===== src/rtl/acesso_memoria.sv =====
// Memory-access stage: one load/store on the req/ack data bus or ALU pass-through, then a one-cycle writeback beat.
// Optional macro MEM_TIMEOUT_EN aborts an ACCESS after TIMEOUT_CYCLES cycles without ack.
module acesso_memoria #(
  parameter int DATA_W = 64,
  parameter int RD_W   = 5
`ifdef MEM_TIMEOUT_EN
  ,
  parameter int TIMEOUT_CYCLES = 255
`endif
) (
  input  logic              clk,
  input  logic              rst_n,
  input  logic              in_valid,
  output logic              in_ready,
  input  logic [1:0]        mem_op,
  input  logic [DATA_W-1:0] alu_res,
  input  logic [DATA_W-1:0] st_data,
  input  logic [RD_W-1:0]   rd,
  output logic              mem_req,
  output logic              mem_we,
  output logic [DATA_W-1:0] mem_addr,
  output logic [DATA_W-1:0] mem_wdata,
  input  logic [DATA_W-1:0] mem_rdata,
  input  logic              mem_ack,
  output logic              wb_valid,
  output logic              wb_we,
  output logic [RD_W-1:0]   wb_rd,
  output logic [DATA_W-1:0] wb_data,
  output logic              misalign,
  output logic              err_timeout
);

  localparam logic [1:0] ST_IDLE   = 2'b00;
  localparam logic [1:0] ST_ACCESS = 2'b01;
  localparam logic [1:0] ST_RESP   = 2'b10;

  localparam logic [1:0] OP_ALU    = 2'b00;
  localparam logic [1:0] OP_STORE  = 2'b01;
  localparam logic [1:0] OP_LOAD   = 2'b10;
  localparam logic [1:0] OP_BUBBLE = 2'b11;

  logic [1:0]        state_q,     state_d;
  logic              mem_req_q,   mem_req_d;
  logic              mem_we_q,    mem_we_d;
  logic [DATA_W-1:0] mem_addr_q,  mem_addr_d;
  logic [DATA_W-1:0] mem_wdata_q, mem_wdata_d;
  logic [RD_W-1:0]   rd_q,        rd_d;
  logic              wb_valid_q,  wb_valid_d;
  logic              wb_we_q,     wb_we_d;
  logic [RD_W-1:0]   wb_rd_q,     wb_rd_d;
  logic [DATA_W-1:0] wb_data_q,   wb_data_d;
  logic              misalign_q,  misalign_d;
  logic              err_to_q,    err_to_d;
  logic              timeout_hit_s;

`ifdef MEM_TIMEOUT_EN
  localparam int CNT_W = (TIMEOUT_CYCLES < 2) ? 1 : $clog2(TIMEOUT_CYCLES + 1);
  logic [CNT_W-1:0] cnt_q, cnt_d;

  // The limit is reached on the TIMEOUT_CYCLES-th ACCESS cycle without ack.
  always_comb begin
    timeout_hit_s = (cnt_q == CNT_W'(TIMEOUT_CYCLES - 1));
    cnt_d         = cnt_q;
    if (state_q == ST_IDLE) begin
      cnt_d = {CNT_W{1'b0}};
    end else if (state_q == ST_ACCESS && !mem_ack && !timeout_hit_s) begin
      cnt_d = cnt_q + CNT_W'(1'b1);
    end else begin
      cnt_d = cnt_q;
    end
  end

  // Timeout counter state
  always_ff @(posedge clk or negedge rst_n) begin
    if (!rst_n) begin
      cnt_q <= {CNT_W{1'b0}};
    end else begin
      cnt_q <= cnt_d;
    end
  end
`else
  assign timeout_hit_s = 1'b0;
`endif

  assign in_ready = (state_q == ST_IDLE);

  // Next-state and output computation for the IDLE/ACCESS/RESP sequence
  always_comb begin
    state_d     = state_q;
    mem_req_d   = mem_req_q;
    mem_we_d    = mem_we_q;
    mem_addr_d  = mem_addr_q;
    mem_wdata_d = mem_wdata_q;
    rd_d        = rd_q;
    wb_valid_d  = 1'b0;
    wb_we_d     = wb_we_q;
    wb_rd_d     = wb_rd_q;
    wb_data_d   = wb_data_q;
    misalign_d  = 1'b0;
    err_to_d    = 1'b0;

    case (state_q)
      ST_IDLE: begin
        if (in_valid) begin
          case (mem_op)
            OP_ALU: begin
              state_d    = ST_RESP;
              wb_valid_d = 1'b1;
              wb_we_d    = (rd != {RD_W{1'b0}});
              wb_rd_d    = rd;
              wb_data_d  = alu_res;
            end
            OP_STORE, OP_LOAD: begin
              rd_d = rd;
              if (alu_res[2:0] != 3'b000) begin
                state_d    = ST_RESP;
                wb_valid_d = 1'b1;
                wb_we_d    = 1'b0;
                wb_rd_d    = rd;
                wb_data_d  = {DATA_W{1'b0}};
                misalign_d = 1'b1;
              end else begin
                state_d     = ST_ACCESS;
                mem_req_d   = 1'b1;
                mem_we_d    = (mem_op == OP_STORE);
                mem_addr_d  = alu_res;
                mem_wdata_d = (mem_op == OP_STORE) ? st_data : {DATA_W{1'b0}};
              end
            end
            OP_BUBBLE: begin
              state_d = ST_IDLE;
            end
            default: begin
              state_d = ST_IDLE;
            end
          endcase
        end else begin
          state_d = ST_IDLE;
        end
      end
      ST_ACCESS: begin
        // An ack on the limit cycle takes priority over the abort.
        if (mem_ack) begin
          state_d    = ST_RESP;
          mem_req_d  = 1'b0;
          wb_valid_d = 1'b1;
          wb_rd_d    = rd_q;
          wb_we_d    = !mem_we_q && (rd_q != {RD_W{1'b0}});
          wb_data_d  = mem_we_q ? {DATA_W{1'b0}} : mem_rdata;
        end else if (timeout_hit_s) begin
          state_d    = ST_RESP;
          mem_req_d  = 1'b0;
          wb_valid_d = 1'b1;
          wb_rd_d    = rd_q;
          wb_we_d    = 1'b0;
          wb_data_d  = {DATA_W{1'b0}};
          err_to_d   = 1'b1;
        end else begin
          state_d = ST_ACCESS;
        end
      end
      ST_RESP: begin
        state_d = ST_IDLE;
      end
      default: begin
        state_d   = ST_IDLE;
        mem_req_d = 1'b0;
      end
    endcase
  end

  // Pipeline state and registered outputs
  always_ff @(posedge clk or negedge rst_n) begin
    if (!rst_n) begin
      state_q     <= ST_IDLE;
      mem_req_q   <= 1'b0;
      mem_we_q    <= 1'b0;
      mem_addr_q  <= {DATA_W{1'b0}};
      mem_wdata_q <= {DATA_W{1'b0}};
      rd_q        <= {RD_W{1'b0}};
      wb_valid_q  <= 1'b0;
      wb_we_q     <= 1'b0;
      wb_rd_q     <= {RD_W{1'b0}};
      wb_data_q   <= {DATA_W{1'b0}};
      misalign_q  <= 1'b0;
      err_to_q    <= 1'b0;
    end else begin
      state_q     <= state_d;
      mem_req_q   <= mem_req_d;
      mem_we_q    <= mem_we_d;
      mem_addr_q  <= mem_addr_d;
      mem_wdata_q <= mem_wdata_d;
      rd_q        <= rd_d;
      wb_valid_q  <= wb_valid_d;
      wb_we_q     <= wb_we_d;
      wb_rd_q     <= wb_rd_d;
      wb_data_q   <= wb_data_d;
      misalign_q  <= misalign_d;
      err_to_q    <= err_to_d;
    end
  end

  assign mem_req     = mem_req_q;
  assign mem_we      = mem_we_q;
  assign mem_addr    = mem_addr_q;
  assign mem_wdata   = mem_wdata_q;
  assign wb_valid    = wb_valid_q;
  assign wb_we       = wb_we_q;
  assign wb_rd       = wb_rd_q;
  assign wb_data     = wb_data_q;
  assign misalign    = misalign_q;
  assign err_timeout = err_to_q;

endmodule


===== config.mk =====
export PLATFORM = sky130hd
export DESIGN_NAME = acesso_memoria
export DESIGN_NICKNAME = d
export VERILOG_FILES = /design/src/rtl/acesso_memoria.sv
export SDC_FILE = /design/constraint.sdc
export NUM_CORES = 1
export LEC_CHECK = 0
export BUFFER_PORTS_ARGS = -buffer_cell sky130_fd_sc_hd__buf_4
export CELL_PAD_IN_SITES_DETAIL_PLACEMENT = 1
export CELL_PAD_IN_SITES_GLOBAL_PLACEMENT = 1
export CORE_AREA = 2 2 158 160
export DETAILED_ROUTE_END_ITERATION = 10
export DIE_AREA = 0 0 160 162
export GPL_TIMING_DRIVEN = 0
export PLACE_DENSITY_LB_ADDON = 0.1
export SYNTH_ARGS = -nofsm -noshare
export SYNTH_HDL_FRONTEND = slang
export SYNTH_SLANG_ARGS = --single-unit

===== constraint.sdc =====
create_clock -name clk -period 3.73 [get_ports clk]
set_clock_uncertainty 0.1 [all_clocks]
set_input_delay 0.9325 -clock clk [delete_from_list [all_inputs] [get_ports clk]]
set_output_delay 0.9325 -clock clk [all_outputs]
set_load 0.005 [all_outputs]

==> out/summary.md, run 1 <==
The run finished with clean final reports. The data arrival time of the critical path came out at 2.91 ns. The run gives 0.0128 mm^2 as the total placed instance area. Summing the areas of all and, or, nand and nor instances in the mapped netlist gives 7.02% of the synthesized area. The run gives 209 as the clock net sink count. For this run, the detailed router's first-pass iteration total came to 4. In this run the standard cell core region covers 0.0241 mm^2. During I/O placement, the number of pins put on the boundary was 407.

Stage delay of the slowest cell on the critical path: 0.61 ns. IR analysis of the VDD net gives a maximum drop of 281 uV. The final route contains 7330 vias. The flip-flop cell with the highest count after synthesis is sky130_fd_sc_hd__dfrtp_1. The sum of routed wire length over all layers is 31600 um. The first global-routing pass estimated 47900 um of wire. The run gives 0 as the count of endpoints failing hold in the final timing report.

Counting flops with a built-in enable in the synthesized netlist gives 0. The register clock-pin slew on the reported worst setup and hold paths is 0.06 ns, and the total setup violations reported at the end of the flow is 0. The effective utilization at floorplan is 38.5%, and the mapped cell area is 0.00928 mm^2.

The post-route setup TNS is 0 ns, and the count of port buffers added during placement is 405. The maximum achievable frequency was 380 MHz. The die is 162 um tall. The critical path goes through buf_4 -> nor3_1 -> nand3_1 -> buf_6 -> buf_6 -> buf_2 -> nand2_1 -> o21ai_0. The clock passes through at most 3 buffers. Wire length per cell: 21.3 um.

Synthesis produced 709 cells. The number of unique standard cell types used by synthesis is 30. The relative area change from synthesis to final layout is 46.0%, and the max-capacitance violation count is 0. The die covers 0.0259 mm^2. Of the post-synthesis cell area, the part taken by muxes is 21.5%.

Registers take 0.00523 mm^2. Slowest stage cell on the critical path: sky130_fd_sc_hd__nor3_1. The synthesized area divided by synthesized cell count was 13.1 um^2.

Category of the worst setup path launch point: an input port. In this run the power density over the cells is 586 mW/mm^2. Measured along the x axis, the die boundary spans 160 um. The post-CTS repair timing setup buffer count is 0, and the overall power consumption is 7.94 mW. The clock buffer count from CTS is 25, and the share of flip-flops with an asynchronous set or reset after synthesis is 100%. Summing all multi-input logic gate instances after layout gives 0.00364 mm^2. In the final layout, the share of cells above drive strength 1 is 51.8%. Once the clock tree was built, the resizer swapped 0 gates to a different size. The worst hold path class is in2async.

In this run the static leakage power is 7.12 nW. TritonCTS built the clock tree. In the post-synthesis netlist, the cell with the most instances is sky130_fd_sc_hd__dfrtp_1. Final hold analysis gives a worst-case slack of 0.316 ns. Entering global routing, the biggest net connects 108 pins.

After Yosys synthesis, XOR and XNOR cells account for 0% of the synthesized area. After routing the design area is 0.0136 mm^2. Dominant cell type by count on the critical path: sky130_fd_sc_hd__buf_6. The fraction of the mapped netlist area in compound gates came out at 10.3%.

The number of fill cells in the layout was 2625; the number of hold-repair buffers added at the cts stage was 0. Nature of the critical path endpoint: a flip-flop. The number of global-route vias before repair was 7784. After global routing the overflow that remains totals 0. The vias per cell was 4.94; the sequential element share of the synthesized area was 56.3%. Counting every net in the synthesized netlist gives 915.

Combinational family with the most area after synthesis: multiplexers. At the worst endpoint, the required time is 4.00 ns. The synthesized-area fraction occupied by adder cells was 0.404%; the post-synthesis sequential element count was 209. The H-tree depth was 1; the initial antenna violation count was 1.

The critical path is of the in2reg type. In this run the core area contains 57 standard-cell rows. At the end of routability-driven placement, the weighted congestion stood at 0.791. The run gives 23.9% as the total routing resource utilization after global routing. The tree is rooted in a sky130_fd_sc_hd__clkbuf_16. The number of nets in the layout came out at 1348. The tools report the launching element of the worst setup path as alu_res[2]. The count of antenna-violating nets left after detailed routing came out at 0. Setup repair after global routing left no endpoint under its margin. The top cell type by area accounts for 56.3% of the synthesized area. Clock latency on the worst-skew pair, taken at its later pin, is 0.51 ns. The residual DRC count is 0, and the transition time at the pin with the least slew margin is 0.842 ns. Summed over all nets, the half-perimeter wirelength after detailed placement is 23700 um. The final period utilization came out at 70.6%.

Subtracting the final worst setup slack from the clock period gives 2.63 ns. Counting instances in the post-synthesis netlist gives the leading cell types as 209 x sky130_fd_sc_hd__dfrtp_1, 147 x sky130_fd_sc_hd__nand2_1, 120 x sky130_fd_sc_hd__mux2_4. By area the synthesized netlist is led by sky130_fd_sc_hd__dfrtp_1 56%, sky130_fd_sc_hd__mux2_4 19%, sky130_fd_sc_hd__a22o_1 6.1%. The detailed router finished its first iteration with 332 violations. Headroom to the max-slew limit: 43.9%. The cell type with the largest total area after synthesis is sky130_fd_sc_hd__dfrtp_1. The startpoint identified for the worst register-to-register timing path is state_q[0].

The max-slew violation count was 0. In this run the worst path has a maximum fanout of 10. Yosys printed 0 warnings.
==> path summary, 6_finish.rpt <==
kind	endpoint	slack (ns)	depth (start not counted)
worst min-delay path	wb_data[27]	0.32	1
worst max register to register	wb_data[35]	1.44	6
worst max-delay path	mem_wdata[46]	1.10	8
max in group asynchronous	mem_wdata[53]	2.17	2
worst min register to register	mem_wdata[17]	0.38	2
min in group clk	mem_wdata[17]	0.38	2
==> logic make-up (layout without fill, tap and decap cells) <==
group / Yosys count / after routing
buffers and inverters: 57 / 506
AO/OA/AOI/OAI: 139 / 139
flip-flops: 209 / 209
multiplexers: 137 / 137
adder cells (fa/ha/maj): 3 / 3
other: 1 / 2
AND/OR/NAND/NOR: 163 / 163
==> power by group <==
group          switching, mW  internal [mW]  total [mW]
Sequential             0.341           2.84        3.18
Clock                  0.950           1.40        2.35
Combinational          0.856           1.55        2.41
==> worst max-delay path, delay by kind of cell <==
kind | cells | cell delay (ns)
simple gates | 3 | 1.13
buf+inv | 4 | 0.76
compound gates | 1 | 0.08
==> cell usage in the layout (no fill, tap or decap), types with 7 or more instances in the layout <==
master	synthesis	routed
sky130_fd_sc_hd__buf_4	2	406
sky130_fd_sc_hd__dfrtp_1	209	209
sky130_fd_sc_hd__nand2_1	147	147
sky130_fd_sc_hd__mux2_4	120	120
sky130_fd_sc_hd__o21ai_0	66	66
sky130_fd_sc_hd__a22o_1	65	65
sky130_fd_sc_hd__clkbuf_1	24	30
sky130_fd_sc_hd__clkbuf_16	0	25
sky130_fd_sc_hd__buf_2	10	10
sky130_fd_sc_hd__mux2_1	10	10
sky130_fd_sc_hd__buf_6	9	9
sky130_fd_sc_hd__clkbuf_8	0	9
sky130_fd_sc_hd__mux2_2	7	7
sky130_fd_sc_hd__buf_12	7	7
==> metal layers <==
| layer | GRT usage [%] | vias to the layer above | share of wire [%] |
|---|---|---|---|
| met3 | 7.89 | 55 | 8.8 |
| li1 | - | 3330 | - |
| met5 | 0 | - | 0 |
| met1 | 28.2 | 3649 | 39 |
| met4 | 7.53 | 0 | 3.0 |
| met2 | 41.4 | 296 | 50 |
==> final cells by class <==
cell class / count / share of cell area, %
Sequential cell: 209 / 38.6
Timing Repair Buffer: 406 / 22.7
Multi-Input combinational cell: 443 / 26.8
Inverter: 5 / 0.138
Clock buffer: 40 / 5.70
Tap cell: 324 / 2.99
Clock inverter: 3 / 0.111
Antenna cell: 1 / 0.0185
Buffer: 52 / 2.93
==> through the flow <==
stage	setup slack, ns	std cells	utilization [%]
finish	1.10	1483	56.2
floorplan	1.10	709	-
detailed placement	0.582	1439	53.0
global route	0.969	1483	56.2
global placement	0.0147	1438	52.8
CTS	1.13	1482	56.2
==> flip-flops by register name (all words and copies together), names as in the netlist <==
signal and count:
mem_req 1, wb_rd 5, wb_data 64, misalign 1, wb_we 1, state_q 2
mem_we 1, mem_addr 64, rd_q 5, wb_valid 1, mem_wdata 64
Note: power is estimated with default switching activity, not from simulation.
==> run 2: changes to the inputs <==
--- a/config.mk
+++ b/config.mk
@@ -8,9 +8,8 @@
 export BUFFER_PORTS_ARGS = -buffer_cell sky130_fd_sc_hd__buf_4
 export CELL_PAD_IN_SITES_DETAIL_PLACEMENT = 1
 export CELL_PAD_IN_SITES_GLOBAL_PLACEMENT = 1
-export CORE_AREA = 2 2 158 160
+export CORE_UTILIZATION = 33
 export DETAILED_ROUTE_END_ITERATION = 10
-export DIE_AREA = 0 0 160 162
 export GPL_TIMING_DRIVEN = 0
 export PLACE_DENSITY_LB_ADDON = 0.1
 export SYNTH_ARGS = -nofsm -noshare
==> constraint.sdc (replaced) <==
create_clock -name clk -period 2.3 [get_ports clk]
set_clock_uncertainty 0.1 [all_clocks]
set_input_delay 0.575 -clock clk [delete_from_list [all_inputs] [get_ports clk]]
set_output_delay 0.575 -clock clk [all_outputs]
set_load 0.005 [all_outputs]
==> run 2 against run 1 <==
Against the previous run: total power increased by 59%; first-iteration DRC count fell by 10%; die area up 11%; setup slack got worse by 0.92 ns; worst hold slack worse by 0.34 ns; the flow now finishes with violations (negative hold slack); global-route usage is 2.5 points lower; sequential share of layout area down 0.075 points; sequential cell count unchanged.
==> out/summary.md, run 2 (synthesized netlist as in run 1, its figures left out) <==
The run gives 0 (unchanged) as the count of antenna-violating nets left after detailed routing. The top cell types in the final layout, fill and taps aside, are 406 x sky130_fd_sc_hd__buf_4, 209 x sky130_fd_sc_hd__dfrtp_1, 147 x sky130_fd_sc_hd__nand2_1, 120 x sky130_fd_sc_hd__mux2_4, 66 x sky130_fd_sc_hd__o21ai_0. The logs give 8 (+8) for the count of endpoints failing hold in the final timing report and 2.66 ns (-1.34 ns) for the data required time at the worst endpoint. The total global routing overflow was 0 (unchanged); the areal power density over the cells was 932 mW/mm^2 (+59%). The total setup violations reported at the end of the flow is 0 (unchanged), and the minimum clock period is 2.12 ns. The max-capacitance violation count was 0 (unchanged).

The worst hold path class is in2async. The slowest stage cell on the critical path is sky130_fd_sc_hd__clkbuf_1. The stage delay of the slowest cell on the critical path came out at 0.49 ns (-0.12 ns). TritonCTS built the clock tree. The logs give 0 (unchanged) for the max-slew violation count and 0.0288 mm^2 (+11%) for the die area. Nature of the critical path endpoint: a flip-flop.

The initial antenna violation count was 0 (-1). The tools report the total routing resource utilization after global routing as 21.4% (-2.5 points). The number of diodes added for antenna fixing came out at 0 (-1). Transition time at the pin with the least slew margin: 0.827 ns (-0.0147 ns). The leakage power total is 7.11 nW (-0.28%). The logs give 209 (unchanged) for the clock net sink count and -0.0241 ns (-0.340 ns) for the post-route worst hold slack. The critical path is of the reg2reg type.

The y dimension of the die is 170 um (+4.8%), and the vias per cell is 4.73 (-4.2%). Dividing the final minimum period by the clock period gives 92.3%. The logs give 47600 um (-0.52%) for the first-pass GRT wire length and 407 (unchanged) for the I/O pin count. For the sum of net half-perimeters after detailed placement, the log shows 23000 um (-2.9%).

The standard-cell row count was 61 (+7.0%). The number of nets in the layout is 1348 (unchanged), and the number of hold-repair buffers added at the cts stage is 0 (unchanged). The run gives 49.0% (-7.2 points) as the fraction of the core area covered by cells at the end of the flow. The minimum setup slack among reg-to-reg paths was 0.18 ns (-1.26 ns); the maximum buffer depth of the clock tree was 3 (unchanged). The largest net degree at the start of global routing came out at 109 (+0.93%). The fraction of final layout cells with drive strength greater than 1 was 52.1% (+0.27 points).

The cell class contributing the biggest share of worst-path delay is buffers and inverters. In this run the critical register-to-register path is captured at wb_data[34]. The run finished, with violations left. The first-pass detailed-route iteration total is 4 (unchanged). Global placer's final weighted congestion: 0.761 (-3.7%). The tools report the category of the worst setup path launch point as a flip-flop.

Compared with the post-synthesis result, the final layout area differs by 46.3%. The library cell used most frequently in the layout, excluding fill and tap cells, is sky130_fd_sc_hd__buf_4. The wire length per cell was 20.2 um (-5.4%); the residual DRC count was 0 (unchanged). The data arrival time of the critical path was 2.49 ns (-0.42 ns); the iteration-0 DRC count of the detailed router was 298 (-10%).

The critical path goes through nor2b_1 -> buf_4 -> nor2_4 -> clkbuf_1 -> a22o_1 -> mux2_4. The width of the die works out to 170 um (+6.1%). The multi-input gate area in the final layout was 0.00365 mm^2 (+0.41%). The register clock-pin slew on the reported worst setup and hold paths is 0.06 ns (about the same), and the headroom to the max-slew limit is 44.9% (+0.98 points). The maximum achievable frequency is 471 MHz. CTS placed an instance of sky130_fd_sc_hd__clkbuf_16 at the clock tree root. For the clock buffer count from CTS, the log shows 25 (unchanged). The run gives 0.00523 mm^2 (unchanged) as the sequential cell area. The count of port buffers added during placement is 405 (unchanged), and the number of cells on the worst reg-to-reg path is 6 (unchanged). The total vias in the final route is 7251 (-1.1%). The largest vdd supply drop came out at 487 uV (+74%). The final reports fail on negative hold slack. The run gives 30900 um (-2.3%) as the sum of routed wire length over all layers. Setup repair after global routing left no endpoint under its margin.

The number of fill cells in the layout is 2998 (+14%), and the count of buffer and inverter cells on the critical path is 2 (-2). The placeable core region is 0.0277 mm^2 (+15%). In this run the critical register-to-register path is launched from state_q[0].

The logs give 7890 (+1.4%) for the number of global-route vias before repair and 0.51 ns (about the same) for the clock latency reported for the late side of the worst-skew pair. The highest net fanout along the worst path came out at 10 (unchanged). The tools report the H-tree depth as 1 (unchanged).

The effective utilization at floorplan was 33.5% (-5.0 points).
==> run 2: report_power, final <==
part / total, mW / leakage (nW) / internal (mW) / switching (mW)
Clock: 3.64 / 0.354 / 2.10 / 1.54
Combinational: 3.87 / 4.04 / 2.51 / 1.35
Sequential: 5.15 / 2.71 / 4.60 / 0.544
Total: 12.7 / 7.11 / 9.22 / 3.43
==> run 2: timing repair <==
action                     CTS  global route
setup buffers                0             0
setup endpoints to repair   11           150
gates resized for setup      2             8
==> run 2: worst max path at each step <==
stage                    start            end  slack [ns]  cells past startpoint
finish              state_q[0]    wb_data[34]        0.18                      6
global route        state_q[0]    wb_data[34]        0.04                      6
CTS                 state_q[1]    wb_data[16]       0.005                      5
detailed placement   mem_op[1]    wb_data[34]       -0.59                      8
global placement         rst_n  mem_wdata[49]       -1.17                      1
floorplan            mem_op[1]     wb_data[0]        0.03                      9
==> run 2: metrics by stage <==
stage	cells	power, mW	setup slack, ns	instance area [um^2]	setup TNS (ns)
global route	1532	13.3	0.0450	13600	0
CTS	1532	12.8	0.00519	13600	0
floorplan	709	6.83	0.0291	9280	0
finish	1532	12.7	0.176	13600	0
detailed placement	1493	9.12	-0.588	12800	-78.15
global placement	1492	9.04	-1.17	12800	-318.60
==> run 2: cell type report <==
class	instances	area share, %
buffer	52	2.96
clock buffer	36	5.21
clock inverter	3	0.157
inverter	5	0.138
multi-input combinational	443	26.9
sequential	209	38.5
tap	378	3.48
timing repair buffer	406	22.6
==> run 2: metal layers <==
layer | wire (um) | vias up | part of all wire (%) | GRT usage [%]
met2 | 15100 | 286 | 49 | 36.4
li1 | - | 3325 | - | -
met3 | 2900 | 39 | 9.4 | 7.11
met5 | 0 | - | 0 | 0
met4 | 716 | 0 | 2.3 | 5.33
met1 | 12200 | 3601 | 40 | 25.8
